`src/rtl/clk_div_ctrl.sv`:
```
// -----------------------------------------------------------------------------
// clk_div_ctrl
//
// Runtime-programmable clock divider for the sensor/sampling timebase.
// Produces a 50%-duty divided clock (clk_out) from clk_in, with a half-period
// of half_q clk_in cycles. New half-periods arrive over a valid/ready
// handshake. While the divider runs, a new value is held as pending and is
// applied only on a falling toggle of clk_out, so clk_out never glitches.
// Start/stop sequencing ensures clk_out always halts low after a complete
// high phase.
//
// Optional build macro:
//   CLK_DIV_CTRL_CFG_CHECK_EN
//     Defined   : a zero half-period is consumed, discarded, and flagged on
//                 cfg_err (a one-cycle pulse).
//     Undefined : a zero half-period is clamped to 1, and cfg_err is tied low.
//
// Parameters:
//   CNT_WIDTH    - width of the half-period value and of the counter
//   DEFAULT_HALF - half-period loaded at reset (1 .. 2^CNT_WIDTH-1)
//
// Ports:
//   clk_in    in   clock
//   rst_n     in   asynchronous active-low reset
//   en        in   run request (level)
//   cfg_valid in   new half-period offered
//   cfg_half  in   offered half-period, in clk_in cycles
//   cfg_ready out  controller can accept a config
//   cfg_err   out  one-cycle pulse when a zero config is rejected
//   clk_out   out  divided clock (registered)
//   tick      out  one-cycle pulse with each 0->1 transition of clk_out
//   running   out  high in RUN and DRAIN
// -----------------------------------------------------------------------------
module clk_div_ctrl #(
    parameter int          CNT_WIDTH    = 16,
    parameter int unsigned DEFAULT_HALF = 50
) (
    input  logic                 clk_in,
    input  logic                 rst_n,
    input  logic                 en,
    input  logic                 cfg_valid,
    input  logic [CNT_WIDTH-1:0] cfg_half,
    output logic                 cfg_ready,
    output logic                 cfg_err,
    output logic                 clk_out,
    output logic                 tick,
    output logic                 running
);

    localparam logic [CNT_WIDTH-1:0] CNT_ZERO   = {CNT_WIDTH{1'b0}};
    localparam logic [CNT_WIDTH-1:0] CNT_ONE    = {{(CNT_WIDTH-1){1'b0}}, 1'b1};
    localparam logic [CNT_WIDTH-1:0] HALF_RESET = CNT_WIDTH'(DEFAULT_HALF);

    typedef enum logic [1:0] {
        ST_STOP  = 2'd0,
        ST_RUN   = 2'd1,
        ST_DRAIN = 2'd2
    } state_t;

    // Maps an offered half-period onto the value to store (zero -> 1 clamp).
    function automatic logic [CNT_WIDTH-1:0] clamp_half(input logic [CNT_WIDTH-1:0] val);
        logic [CNT_WIDTH-1:0] res;
        if (val == CNT_ZERO) begin
            res = CNT_ONE;
        end else begin
            res = val;
        end
        return res;
    endfunction

    state_t               state_q,   state_d;
    logic [CNT_WIDTH-1:0] cnt_q,     cnt_d;
    logic [CNT_WIDTH-1:0] half_q,    half_d;
    logic [CNT_WIDTH-1:0] pend_q,    pend_d;
    logic                 pend_v_q,  pend_v_d;
    logic                 clk_out_q, clk_out_d;
    logic                 tick_q,    tick_d;
    logic                 err_q,     err_d;
    logic                 ready_q,   ready_d;
    logic                 run_q,     run_d;

    logic                 xfer_s;
    logic                 acc_s;
    logic [CNT_WIDTH-1:0] cfg_val_s;
    logic                 term_s;

    // Handshake qualification and config value sanitising.
    always_comb begin
        xfer_s = cfg_valid & ready_q;
`ifdef CLK_DIV_CTRL_CFG_CHECK_EN
        acc_s     = xfer_s & (cfg_half != CNT_ZERO);
        cfg_val_s = cfg_half;
        err_d     = xfer_s & (cfg_half == CNT_ZERO);
`else
        acc_s     = xfer_s;
        cfg_val_s = clamp_half(cfg_half);
        err_d     = 1'b0;
`endif
        // Counter never exceeds half_q-1, so this is the end-of-phase compare.
        term_s = (cnt_q == (half_q - CNT_ONE));
    end

    // Next-state logic for the divider FSM, counter and config path.
    always_comb begin
        state_d   = state_q;
        cnt_d     = cnt_q;
        half_d    = half_q;
        pend_d    = pend_q;
        pend_v_d  = pend_v_q;
        clk_out_d = clk_out_q;
        tick_d    = 1'b0;

        case (state_q)
            ST_STOP: begin
                cnt_d     = CNT_ZERO;
                clk_out_d = 1'b0;
                // Written directly so a start on the same edge uses it.
                if (acc_s) begin
                    half_d = cfg_val_s;
                end else begin
                    half_d = half_q;
                end
                if (en) begin
                    state_d = ST_RUN;
                end else begin
                    state_d = ST_STOP;
                end
            end

            ST_RUN: begin
                if (acc_s) begin
                    pend_d   = cfg_val_s;
                    pend_v_d = 1'b1;
                end else begin
                    pend_d   = pend_q;
                end
                if (!en && !clk_out_q) begin
                    // Low phase: stop at once.
                    state_d   = ST_STOP;
                    cnt_d     = CNT_ZERO;
                    clk_out_d = 1'b0;
                end else if (term_s) begin
                    cnt_d     = CNT_ZERO;
                    clk_out_d = ~clk_out_q;
                    if (!clk_out_q) begin
                        tick_d = 1'b1;
                    end else if (pend_v_q) begin
                        // Falling toggle: old pending moves in. A config
                        // accepted on this edge cannot coexist with it
                        // (ready was low), so it stays pending.
                        half_d   = pend_q;
                        pend_v_d = 1'b0;
                    end else begin
                        half_d = half_q;
                    end
                    if (!en && clk_out_q) begin
                        state_d = ST_STOP;
                    end else begin
                        state_d = ST_RUN;
                    end
                end else begin
                    cnt_d = cnt_q + CNT_ONE;
                    if (!en) begin
                        state_d = ST_DRAIN;
                    end else begin
                        state_d = ST_RUN;
                    end
                end
            end

            ST_DRAIN: begin
                if (acc_s) begin
                    pend_d   = cfg_val_s;
                    pend_v_d = 1'b1;
                end else begin
                    pend_d   = pend_q;
                end
                if (term_s) begin
                    cnt_d     = CNT_ZERO;
                    clk_out_d = 1'b0;
                    state_d   = ST_STOP;
                end else begin
                    cnt_d   = cnt_q + CNT_ONE;
                    state_d = ST_DRAIN;
                end
            end

            default: begin
                state_d   = ST_STOP;
                cnt_d     = CNT_ZERO;
                clk_out_d = 1'b0;
                pend_v_d  = 1'b0;
            end
        endcase

        // Anything still pending when entering STOP is applied on that edge,
        // so STOP never holds a stale config with ready low.
        if (state_d == ST_STOP) begin
            if (pend_v_d) begin
                half_d = pend_d;
            end else begin
                half_d = half_d;
            end
            pend_v_d = 1'b0;
        end else begin
            pend_v_d = pend_v_d;
        end

        ready_d = ~pend_v_d;
        run_d   = (state_d != ST_STOP);
    end

    // State and registered-output flops.
    always_ff @(posedge clk_in or negedge rst_n) begin
        if (!rst_n) begin
            state_q   <= ST_STOP;
            cnt_q     <= CNT_ZERO;
            half_q    <= HALF_RESET;
            pend_q    <= CNT_ZERO;
            pend_v_q  <= 1'b0;
            clk_out_q <= 1'b0;
            tick_q    <= 1'b0;
            err_q     <= 1'b0;
            ready_q   <= 1'b1;
            run_q     <= 1'b0;
        end else begin
            state_q   <= state_d;
            cnt_q     <= cnt_d;
            half_q    <= half_d;
            pend_q    <= pend_d;
            pend_v_q  <= pend_v_d;
            clk_out_q <= clk_out_d;
            tick_q    <= tick_d;
            err_q     <= err_d;
            ready_q   <= ready_d;
            run_q     <= run_d;
        end
    end

    assign clk_out   = clk_out_q;
    assign tick      = tick_q;
    assign cfg_err   = err_q;
    assign cfg_ready = ready_q;
    assign running   = run_q;

endmodule

```
`config.mk`:
```
export PLATFORM = sky130hd
export DESIGN_NAME = clk_div_ctrl
export DESIGN_NICKNAME = d
export VERILOG_FILES = /design/src/rtl/clk_div_ctrl.sv
export SDC_FILE = /design/constraint.sdc
export NUM_CORES = 1
export LEC_CHECK = 0
export BUFFER_PORTS_ARGS = -buffer_cell sky130_fd_sc_hd__buf_2
export CAP_MARGIN = 15
export CELL_PAD_IN_SITES_DETAIL_PLACEMENT = 1
export CELL_PAD_IN_SITES_GLOBAL_PLACEMENT = 2
export CORE_AREA = 2 2 94 96
export CTS_BUF_LIST = sky130_fd_sc_hd__clkbuf_16
export DETAILED_ROUTE_END_ITERATION = 8
export DIE_AREA = 0 0 96 98
export PLACE_DENSITY_LB_ADDON = 0.1
export SYNTH_ARGS = -nofsm -noshare
export SYNTH_HDL_FRONTEND = slang
export SYNTH_SLANG_ARGS = --single-unit
```
`constraint.sdc`:
```
create_clock -name clk_in -period 3.95 [get_ports clk_in]
set_input_delay 0 -clock clk_in [delete_from_list [all_inputs] [get_ports clk_in]]
set_output_delay 0 -clock clk_in [all_outputs]
set_load 0.01 [all_outputs]
```
==> results of run 1 <==
report_power, final:
part	internal [mW]	switching, mW
clock network	0.362	0.209
registers	0.640	0.0926
logic	0.206	0.176
worst max path at each step:
stage | from | end | slack, ps | depth (start not counted)
floorplan | half_q[2] | half_q[10] | 670 | 9
global placement | half_q[9] | half_q[2] | 490 | 9
detailed placement | half_q[10] | half_q[15] | 470 | 9
CTS | half_q[10] | half_q[2] | 460 | 9
global route | half_q[10] | half_q[15] | 320 | 9
finish | half_q[10] | half_q[15] | 480 | 9
kinds of logic after synthesis:
family | count (synthesis) | share of synthesized area
muxes | 32 | 0.1207
and+or+nand+nor | 109 | 0.1872
DFF | 55 | 0.4243
adders and majority gates | 6 | 0.02306
buffers and inverters | 19 | 0.02883
AOI/OAI and AO/OA | 45 | 0.1234
other | 1 | 0.001152
xor gates and xnor gates | 34 | 0.09147
state kept, by name, indices dropped and copies added, names as in the netlist:
register / flops
half_q: 16
clk_out: 1
pend_v_q: 1
cfg_ready: 1
pend_q: 16
tick: 1
running: 1
cnt_q: 16
state_q: 2
metrics by stage:
stage | worst slack [ps] | utilization
6_report | 483.9 | 0.4514
5_1_grt | 324.7 | 0.4514
4_1_cts | 461.8 | 0.4514
3_5_place_dp | 474.0 | 0.4137
3_3_place_gp | 485.8 | 0.4137
2_1_floorplan | 672.6 | -
final cells by class:
type,count,share of cell area
multi-input cells,227,0.4659
flip-flops and latches,55,0.3615
repair buffers,43,0.07793
well taps,108,0.03536
clock buffers,5,0.03274
clock inverters,3,0.01670
inverters,10,0.009823
metal layers:
layer / global-route usage / up-vias / routed length (microns)
met2: 0.3077 / 31 / 4031
met3: 0.02855 / 6 / 231
li1: - / 1173 / -
met4: 0.04176 / 0 / 66
met1: 0.2594 / 1274 / 3807
met5: 0 / - / 0
Yosys cell counts, types with 2 or more instances:
master,n
and3_1,6
nand3_1,15
dfstp_2,4
buf_2,2
clkbuf_1,5
a221o_1,15
nor3_1,5
mux2_2,22
nand4_1,5
and3b_1,2
dfrtp_1,51
o21ai_0,7
a31oi_1,2
nand2_1,13
nor2b_1,3
ha_1,6
or3_1,2
xor2_1,16
xnor2_1,18
nor2_1,25
inv_1,10
o21bai_1,2
a21oi_1,3
nor3b_1,3
nor4_1,5
o21a_1,2
and2_1,15
mux2_4,9
==> results by group, run 1 <==
Setup path
  – Arr. time, crit path: 3650 ps
  – Reg2Reg Launch Point: half_q[10]
  – Crit-path max cell delay: 520 ps
  – Worst setup path class: reg -> reg
  – Family with the most delay on the worst path: simple AND/OR/NAND/NOR gates
  – R2R setup slack: 480 ps
  – Max FO, Critical Path: 16
  – Critical path, cell by cell: nor4_1, nand4b_1, or4_4, a2111oi_4, and4_4, o21ai_4, a211oi_4, buf_4, mux2_2
  – CP Launch Type: register
  – Reg2reg path depth: 9
  – Crit end category: register
  – CP Data Required Time: 4130 ps
  – CP bufs+invs: 1
  – CP max-delay cell: or4_4
  – Worst r2r dst: half_q[15]

Clocking
  – Post-CTS Setup Inserts: 0
  – Clock tree root buffer cell: clkbuf_16
  – H-tree lvl count: 2
  – CTS tree: yes
  – Clock transition at path regs: 70 ps
  – Worst skew pair latency: 290 ps
  – TritonCTS buffer count: 5
  – CTS max path bufs: 2
  – Post-cts resize count: 0
  – Hold buffer count at cts: 13
  – # clock sinks: 55

Logic synthesis
  – Seq/Total Area, Yosys: 0.4243
  – Synth area leaders: dfrtp_1 39%, mux2_2 7.6%, xnor2_1 4.8%
  – Mapped cell area: 0.003256 sq mm
  – Mapped Cells: 301
  – Yosys warns: 0
  – FFs w/ async S/R, synth: 1.000
  – Syn nets: 327
  – Post-synth EDFFs: 0
  – Yosys top cell area share: 0.3920
  – Leading area contributor after synthesis: dfrtp_1
  – Syn Area/Cell: 10.82 sq um
  – Netlist cell types: 56
  – Top FF cell, synth: dfrtp_1
  – Yosys reg bits: 55

Floorplanning
  – Core ar.: 0.008466 sq mm
  – Top Ports: 25
  – Die footprint: 0.009408 sq mm
  – Chip height: 98 microns
  – Starting Density: 0.3846
  – Die X: 96 microns
  – Row count: 34

Global routing
  – Tot GR Track Use: 0.1874
  – First-pass GRT wire length: 13.71 mm
  – Global route overflow: 0
  – Initial antenna violation count: 0
  – Largest net degree at the start of global routing: 56
  – Vias in the first global route: 2,677

Timing
  – Hold slack: 6.140 ps
  – RSZ-0062 raised after global routing: no
  – Slew HR: 0.3965
  – Total negative slack: 0 ps
  – Fmax achieved: 288.5 MHz
  – Worst clock skew: 4.570 ps
  – Least-Margin Pin Slew: 902.7 ps
  – Final hold vios: 0
  – Pins Over Slew Limit: 0
  – Final worst path period need: 3466 ps
  – Final setup violating endpoints: 0
  – Fin crit share: 0.8775

Layout
  – Multi-input logic area: 0.001780 sq mm
  – Layout cells sized above 1: 0.2391
  – Layout area overhead: 17.37%
  – Most common cell after layout, fill and taps aside: dfrtp_1
  – Most frequent cells in the layout: 51 x dfrtp_1, 25 x nor2_1, 23 x buf_2
  – Ant diodes: 0
  – Fill count: 945
  – Post-route insts no fill: 451
  – Nets: 368
  – Post-layout instance area: 0.003821 sq mm
  – FF/Latch Area: 0.001381 sq mm

Placed design
  – Final Wtd Congestion: 0.8011
  – DP Cell Count: 430
  – Placed wire-length estimate: 5.827 mm
  – Area post-placement: 0.003502 sq mm
  – Port bufs: 23

Worst hold path
  – Worst hold path class: in -> reg
  – Hold path start: cfg_half[3]
  – Worst Hold End: pend_q[3]
  – Hold Path Cell Cnt: 2

Power and ir drop
  – Final Power: 1.685 mW
  – Peak VDD IR: 0.2126 mV
  – Leakage: 1.625 nW
  – Pwr per Cell Area: 440.9 mW/mm^2

Drt
  – Drt total wl: 8.137 mm
  – Antenna-violating nets left: 0
  – Via count: 2,484
  – WL/cell: 18.04 microns
  – DRC Markers: 0
  – DR pass1 iterations: 4
  – Avg Vias per Cell: 5.508
  – DRT iter0 DRCs: 81

Job
  – Max Cap Viol: 0

Outcome
  – Status: complete, no violations
Note: power is estimated with default switching activity, not from simulation.
==> run 2, diff against run 1 <==
--- a/config.mk
+++ b/config.mk
@@ -13,7 +13,7 @@
 export CTS_BUF_LIST = sky130_fd_sc_hd__clkbuf_16
 export DETAILED_ROUTE_END_ITERATION = 8
 export DIE_AREA = 0 0 96 98
-export PLACE_DENSITY_LB_ADDON = 0.1
+export PLACE_DENSITY_LB_ADDON = 0.12
 export SYNTH_ARGS = -nofsm -noshare
 export SYNTH_HDL_FRONTEND = slang
 export SYNTH_SLANG_ARGS = --single-unit
==> run 2 against run 1 <==
Effect of this change:
- via count fell by 1.6%
- setup slack got worse by 42 ps
- critical path depth rose by 1
- final cell count did not move
- clock-buffer cell count did not move
- highest routed layer unchanged
- die area did not move
- flip-flop and latch count did not move
- critical path type unchanged
- clock power fell by 11%
- worst hold slack barely moved
- clock skew rose by 2.5 ps
- final area fell by 0.49%
- register-to-register slack got worse by 40 ps
==> results by group, run 2 (synthesis gave the netlist of run 1 again) <==
Drt
  – Drt total wl: 8.032 mm (-1.3%)
  – DR pass1 iterations: 4 (unchanged)
  – WL/cell: 17.81 microns (-1.3%)
  – Avg Vias per Cell: 5.421 (-1.6%)
  – DRC Markers: 0 (unchanged)
  – Antenna-violating nets left: 0 (unchanged)
  – Via count: 2,445 (-1.6%)
  – DRT iter0 DRCs: 72 (-11%)

Layout
  – Ant diodes: 0 (unchanged)
  – Post-route insts no fill: 451 (unchanged)
  – Multi-input logic area: 0.001780 sq mm (unchanged)
  – Nets: 368 (unchanged)
  – Largest registers: cnt_q: 16 flops, half_q: 16 flops, pend_q: 16 flops
  – Most common cell after layout, fill and taps aside: dfrtp_1
  – Fill count: 953 (+0.85%)
  – Most frequent cells in the layout: 51 x dfrtp_1, 25 x nor2_1, 23 x buf_2
  – Layout cells sized above 1: 0.2362 (-0.002915)
  – Layout area overhead: 16.79%
  – FF/Latch Area: 0.001381 sq mm (unchanged)

Power and ir drop
  – Internal power: 1.142 mW (-5.3%)
  – Sw Ratio: 0.2954 (+0.01176)
  – P_sw: 478.9 uW (+0.22%)
  – Pwr per Cell Area: 426.4 mW/mm^2 (-3.3%)
  – Comb power frac: 0.232 (+0.005)
  – Leakage: 1.611 nW (-0.87%)
  – Clock group share of total power: 0.313 (-0.026)
  – Peak VDD IR: 0.2117 mV (-0.42%)
  – Sequential Power Share: 0.456 (+0.021)

Clocking
  – Clock tree root buffer cell: clkbuf_16
  – CTS max path bufs: 2 (unchanged)
  – TritonCTS buffer count: 5 (unchanged)
  – Post-CTS Setup Inserts: 0 (unchanged)
  – CTS tree: yes
  – # clock sinks: 55 (unchanged)
  – Worst skew pair latency: 290 ps (about the same)
  – H-tree lvl count: 2 (unchanged)
  – Clock transition at path regs: 70 ps (about the same)

Setup path
  – Crit path launch: half_q[2]
  – CP Launch Type: register
  – Reg2Reg Launch Point: half_q[2]
  – Reg2reg path depth: 10 (+1)
  – Critical Path Sink: half_q[2]
  – Max FO, Critical Path: 16 (unchanged)
  – Worst r2r dst: half_q[2]
  – R2R setup slack: 440 ps (-40 ps)
  – Worst setup path class: reg -> reg
  – CP Data Required Time: 4130 ps (about the same)
  – Arr. time, crit path: 3690 ps (+40 ps)
  – Crit end category: register

Global routing
  – Vias in the first global route: 2,635 (-1.6%)
  – First-pass GRT wire length: 13.63 mm (-0.55%)
  – Largest net degree at the start of global routing: 56 (unchanged)
  – Global route overflow: 0 (unchanged)
  – Tot GR Track Use: 0.1878 (+0.0004369)
  – Initial antenna violation count: 0 (unchanged)

Timing
  – Fmax achieved: 285.1 MHz (-1.2%)
  – Slew HR: 0.4173 (+0.02082)
  – Total negative slack: 0 ps (unchanged)
  – Fin crit share: 0.8881 (+0.01058)
  – Final worst path period need: 3508 ps (+41.80 ps)
  – Worst clock skew: 7.045 ps (+2.475 ps)
  – Least-Margin Pin Slew: 871.6 ps (-31.15 ps)
  – Final hold vios: 0 (unchanged)
  – Pins Over Slew Limit: 0 (unchanged)
  – RSZ-0062 raised after global routing: no
  – Final setup violating endpoints: 0 (unchanged)

Floorplanning
  – Die X: 96 microns (unchanged)
  – Die footprint: 0.009408 sq mm (unchanged)
  – Starting Density: 0.3846 (unchanged)
  – Row count: 34 (unchanged)
  – Core ar.: 0.008466 sq mm (unchanged)
  – Chip height: 98 microns (unchanged)
  – Top Ports: 25 (unchanged)

Job
  – Max Cap Viol: 0 (unchanged)

Placed design
  – Port bufs: 23 (unchanged)
  – DP Cell Count: 429 (-0.23%)
  – Final Wtd Congestion: 0.7906 (-1.3%)
  – Placed wire-length estimate: 5.733 mm (-1.6%)

Outcome
  – Status: complete, no violations

Worst hold path
  – Worst hold path class: in -> reg
## run 2: cell count changes in the layout (fill, tap and decap cells not counted)
cell           previous run  this run
buf_4                     7         6
bufinv_16                 2         1
clkinv_1                  0         1
inv_1                    11        10
inv_6                     0         1
dlygate4sd3_1            13        14
## run 2: worst min-delay path by stage
stage                  from          to  slack, ps  cells after the start
5_1_grt        cfg_half[10]  pend_q[10]         20                      2
3_3_place_gp          rst_n   cnt_q[10]        190                      2
3_5_place_dp          rst_n    cnt_q[9]        190                      2
2_1_floorplan         rst_n     clk_out       -300                      0
4_1_cts        cfg_half[10]  pend_q[10]          2                      2
6_report        cfg_half[6]   pend_q[6]          7                      2
## run 2: timing repair
action | 4_1_cts | 5_1_grt
hold buffers | 14 | 0
endpoints found under the setup margin | 0 | 0
gates resized for setup | 0 | 0
endpoints found under the hold margin | 64 | 0
## run 2: power by group through the flow
stage | clock, mW | combinational [mW] | sequential [mW]
5_1_grt | 0.545 | 0.421 | 0.749
2_1_floorplan | 0 | 0.281 | 0.711
6_report | 0.507 | 0.375 | 0.739
3_5_place_dp | 0 | 0.366 | 0.747
3_3_place_gp | 0 | 0.358 | 0.746
4_1_cts | 0.522 | 0.380 | 0.737
## run 2: layout make-up
class | count | area share
clock buffers | 5 | 0.03291
clock inverters | 3 | 0.01119
inverters | 10 | 0.009872
multi-input cells | 227 | 0.4682
flip-flops and latches | 55 | 0.3633
well taps | 108 | 0.03554
repair buffers | 43 | 0.07897
## run 2: routing by layer
layer  up-vias  GRT usage  part of all wire
met1      1228     0.2727              0.50
li1       1169          -                 -
met3         7    0.02778             0.025
met2        41     0.2917              0.46
met4         0    0.04945             0.012
met5         -          0                 0
## run 2: through the flow
stage	utilization	hold WS [ps]	power, mW	area (sq um)	setup WS, ps
after floorplan	-	-295.6	0.9921	3256	672.6
after global placement	0.4128	189.9	1.104	3495	480.5
after detailed placement	0.4128	186.6	1.113	3495	434.3
after CTS	0.4492	1.666	1.639	3802	431.6
after global routing	0.4492	15.13	1.715	3802	258.0
final	0.4492	6.509	1.621	3802	442.1
## run 2: worst max-delay path: stages (launching register included)
cell and delay (ps):
dfrtp_1 480, nor4_4 320, buf_4 200, and3_1 200
mux2_2 330, o21ai_0 480, and4_4 420, o21ai_4 90
a211oi_4 160, buf_4 330, mux2_2 370
==> run 3, diff against run 2 <==
--- a/config.mk
+++ b/config.mk
@@ -5,14 +5,15 @@
 export SDC_FILE = /design/constraint.sdc
 export NUM_CORES = 1
 export LEC_CHECK = 0
+export ABC_AREA = 1
 export BUFFER_PORTS_ARGS = -buffer_cell sky130_fd_sc_hd__buf_2
 export CAP_MARGIN = 15
 export CELL_PAD_IN_SITES_DETAIL_PLACEMENT = 1
 export CELL_PAD_IN_SITES_GLOBAL_PLACEMENT = 2
-export CORE_AREA = 2 2 94 96
+export CORE_AREA = 2 2 112 114
 export CTS_BUF_LIST = sky130_fd_sc_hd__clkbuf_16
 export DETAILED_ROUTE_END_ITERATION = 8
-export DIE_AREA = 0 0 96 98
+export DIE_AREA = 0 0 114 116
 export PLACE_DENSITY_LB_ADDON = 0.12
 export SYNTH_ARGS = -nofsm -noshare
 export SYNTH_HDL_FRONTEND = slang
==> run 3 against run 2 <==
Effect of this change:
- non-clock buffer count is 5 higher
- sequential power grew 26%
- register-to-register slack improved by 480 ps
- combinational power grew to 3.6 times the previous value
- core utilization shrank 6.5 points
- wire length increased by 60%
- via count rose by 59%
- clock-buffer cell count is the same
- setup slack improved by 480 ps
- area after synthesis increased by 23%
- synthesized cell count increased by 100%
- final area grew 20%
==> results by group, run 3 <==
Logic synthesis
  – Most frequent cells after synthesis: 225 x nand2_1, 67 x nor2_1, 65 x inv_1
  – Synth area leaders: dfrtp_1 32%, nand2_1 21%, nor2_1 6.3%
  – Top FF cell, synth: dfrtp_1
  – Post-synthesis compound-gate area fraction: 0.1103 (-0.01302)
  – Syn Area/Cell: 6.586 sq um (-39%)
  – Post-synth EDFFs: 0 (unchanged)
  – Simple-gate share of the synthesized area: 0.4028 (+0.2157)
  – Most frequent cell after synthesis: nand2_1
  – Yosys reg bits: 55 (unchanged)
  – Mapped cell area: 0.003991 sq mm (+23%)
  – Leading area contributor after synthesis: dfrtp_1
  – Seq/Total Area, Yosys: 0.3461 (-0.07821)
  – Post-Synth XOR/XNOR Area: 0.03730 (-0.05416)
  – Post-synthesis adder-cell area fraction: 0.01881 (-0.004250)
  – Yosys warns: 0 (unchanged)
  – Mapped Cells: 606 (+100%)
  – Yosys top cell area share: 0.3197 (-0.07226)
  – Netlist cell types: 34 (-39%)
  – Mux contribution to synthesized area: 0 (-0.1207)
  – Largest family of logic cells by synthesized area: simple AND/OR/NAND/NOR gates
  – Syn nets: 632 (+93%)
  – FFs w/ async S/R, synth: 1.000 (unchanged)

Layout
  – Post-layout instance area: 0.004579 sq mm (+20%)
  – Layout area overhead: 14.73%
  – Nets: 672 (+83%)
  – Layout cells sized above 1: 0.1082 (-0.1280)
  – Most common cell after layout, fill and taps aside: nand2_1
  – Ant diodes: 0 (unchanged)
  – Most frequent cells in the layout: 225 x nand2_1, 67 x nor2_1, 66 x inv_1
  – Fill count: 1,554 (+63%)
  – Largest registers: cnt_q: 16 flops, half_q: 16 flops, pend_q: 16 flops

Drt
  – DR pass1 iterations: 4 (unchanged)
  – DRT iter0 DRCs: 147 (+100%)
  – DRC Markers: 0 (unchanged)
  – Via count: 3,881 (+59%)
  – Antenna-violating nets left: 0 (unchanged)
  – WL/cell: 16.17 microns (-9.2%)
  – Drt total wl: 12.84 mm (+60%)
  – Avg Vias per Cell: 4.888 (-9.8%)

Floorplanning
  – Core ar.: 0.01191 sq mm (+41%)
  – Die X: 114 microns (+19%)
  – Row count: 40 (+18%)
  – Top Ports: 25 (unchanged)
  – Chip height: 116 microns (+18%)
  – Die footprint: 0.01322 sq mm (+41%)
  – Starting Density: 0.3351 (-0.04949)

Global routing
  – Met1 usage: 0.2736 (+0.0008515)
  – First-pass GRT wire length: 21.00 mm (+54%)
  – Met2 Track Usage GR: 0.3508 (+0.05913)
  – Met3 GRT Util: 0.03033 (+0.002557)
  – Tot GR Track Use: 0.2046 (+0.01676)
  – Initial antenna violation count: 0 (unchanged)
  – Vias in the first global route: 3,999 (+52%)
  – Largest net degree at the start of global routing: 44 (-21%)
  – Busiest grt layer: met2
  – Global route overflow: 0 (unchanged)

Clocking
  – Worst skew pair latency: 310 ps (+20 ps)
  – Post-CTS Setup Inserts: 0 (unchanged)
  – Clock tree root buffer cell: clkbuf_16
  – H-tree lvl count: 2 (unchanged)
  – TritonCTS buffer count: 5 (unchanged)
  – Clock transition at path regs: 80 ps (about the same)
  – # clock sinks: 55 (unchanged)
  – CTS max path bufs: 2 (unchanged)
  – CTS tree: yes

Timing
  – Worst clock skew: 5.979 ps (-1.065 ps)
  – Fmax achieved: 330.2 MHz (+16%)
  – RSZ-0062 raised after global routing: no
  – Fin crit share: 0.7667 (-0.1214)
  – Pins Over Slew Limit: 0 (unchanged)
  – Least-Margin Pin Slew: 670.1 ps (-201.5 ps)
  – Final worst path period need: 3029 ps (-479.3 ps)
  – Slew HR: 0.5492 (+0.1318)
  – Final setup violating endpoints: 0 (unchanged)
  – Total negative slack: 0 ps (unchanged)
  – Final hold vios: 0 (unchanged)

Power and ir drop
  – Peak VDD IR: 0.2313 mV (+9.3%)
  – Leakage: 2.307 nW (+43%)
  – Comb power frac: 0.490 (+0.258)
  – Internal power: 1.421 mW (+24%)
  – Sequential Power Share: 0.339 (-0.117)
  – Sw Ratio: 0.4812 (+0.1858)
  – Clock group share of total power: 0.171 (-0.142)
  – P_sw: 1.318 mW (+180%)
  – Pwr per Cell Area: 598.2 mW/mm^2 (+40%)

Setup path
  – Arr. time, crit path: 3220 ps (-470 ps)
  – CP Launch Type: register
  – Worst setup path class: reg -> reg
  – CP Data Required Time: 4140 ps (about the same)
  – Max FO, Critical Path: 22 (+6)
  – Crit path launch: half_q[0]
  – Crit end category: register
  – Reg2Reg Launch Point: half_q[0]

Worst hold path
  – Worst hold path class: in -> async

Placed design
  – Final Wtd Congestion: 0.8556 (+8.2%)
  – Port bufs: 23 (unchanged)
  – Area post-placement: 0.004264 sq mm (+22%)
  – Placed wire-length estimate: 9.746 mm (+70%)

Outcome
  – Status: complete, no violations

Job
  – Max Cap Viol: 0 (unchanged)
run 3: layer usage:
layer  up-vias  share of wire
li1       1981              -
met1      1854           0.50
met2        37           0.47
met3         9          0.017
met4         0          0.012
met5         -              0
run 3: cell type report:
cell class	count	area [sq um]	area share
repair buffers	48	345.3	0.07541
clock inverters	3	20.02	0.004372
multi-input cells	470	2276	0.4970
clock buffers	5	125.1	0.02732
inverters	66	247.7	0.05410
flip-flops and latches	55	1381	0.3016
well taps	147	183.9	0.04016
run 3: timing repair:
action                                 4_1_cts  5_1_grt
gates resized for setup                      0        0
endpoints found under the hold margin       28        0
hold buffers                                17        0
run 3: path summary, 6_finish.rpt:
check,to,slack (ps),cells after the start
max in group asynchronous,half_q[1],2960,3
max,half_q[11],920,17
min,cnt_q[9],110,2
min reg2reg,state_q[0],520,1
min in group clk_in,pend_q[0],220,4
max reg2reg,half_q[11],920,17
run 3: critical path, stage by stage, from the launching register on:
cell and delay [ps]:
dfrtp_1 430, inv_2 130, ha_1 270, nand2_4 120, nor2_4 140, nand2_1 60
nand2_1 70, nand2_1 90, nor2_2 130, nand3_1 100, nor2_1 130, nand3_2 440
nand2_1 190, nand2_1 120, nand2_4 230, nor2_8 110, nand2_1 70, nand2_1 60
run 3: cell families (layout without fill, tap and decap cells):
group | after synthesis | after routing
xor+xnor | 17 | 17
buf+inv | 81 | 122
simple gates | 368 | 368
other cells | 1 | 1
flops | 55 | 55
compound gates | 78 | 78
fa+ha+maj | 6 | 6
run 3: power by group through the flow:
| stage | clock network [mW] | logic, mW | registers [mW] |
|---|---|---|---|
| 2_1_floorplan | 0 | 0.999 | 0.863 |
| 3_3_place_gp | 0 | 1.30 | 0.932 |
| 3_5_place_dp | 0 | 1.33 | 0.937 |
| 4_1_cts | 0.487 | 1.36 | 0.927 |
| 5_1_grt | 0.501 | 1.54 | 0.951 |
| 6_report | 0.470 | 1.34 | 0.928 |
run 3: stage by stage:
stage	power (mW)	instances	utilization	worst slack, ps	hold slack, ps
global placement	2.227	769	0.3580	1006	-86.40
CTS	2.769	794	0.3845	878.8	119.9
detailed placement	2.267	769	0.3580	904.6	-80.84
global route	2.992	794	0.3845	566.0	138.3
finish	2.739	794	0.3845	921.4	109.5
floorplan	1.863	606	-	1740	-295.6
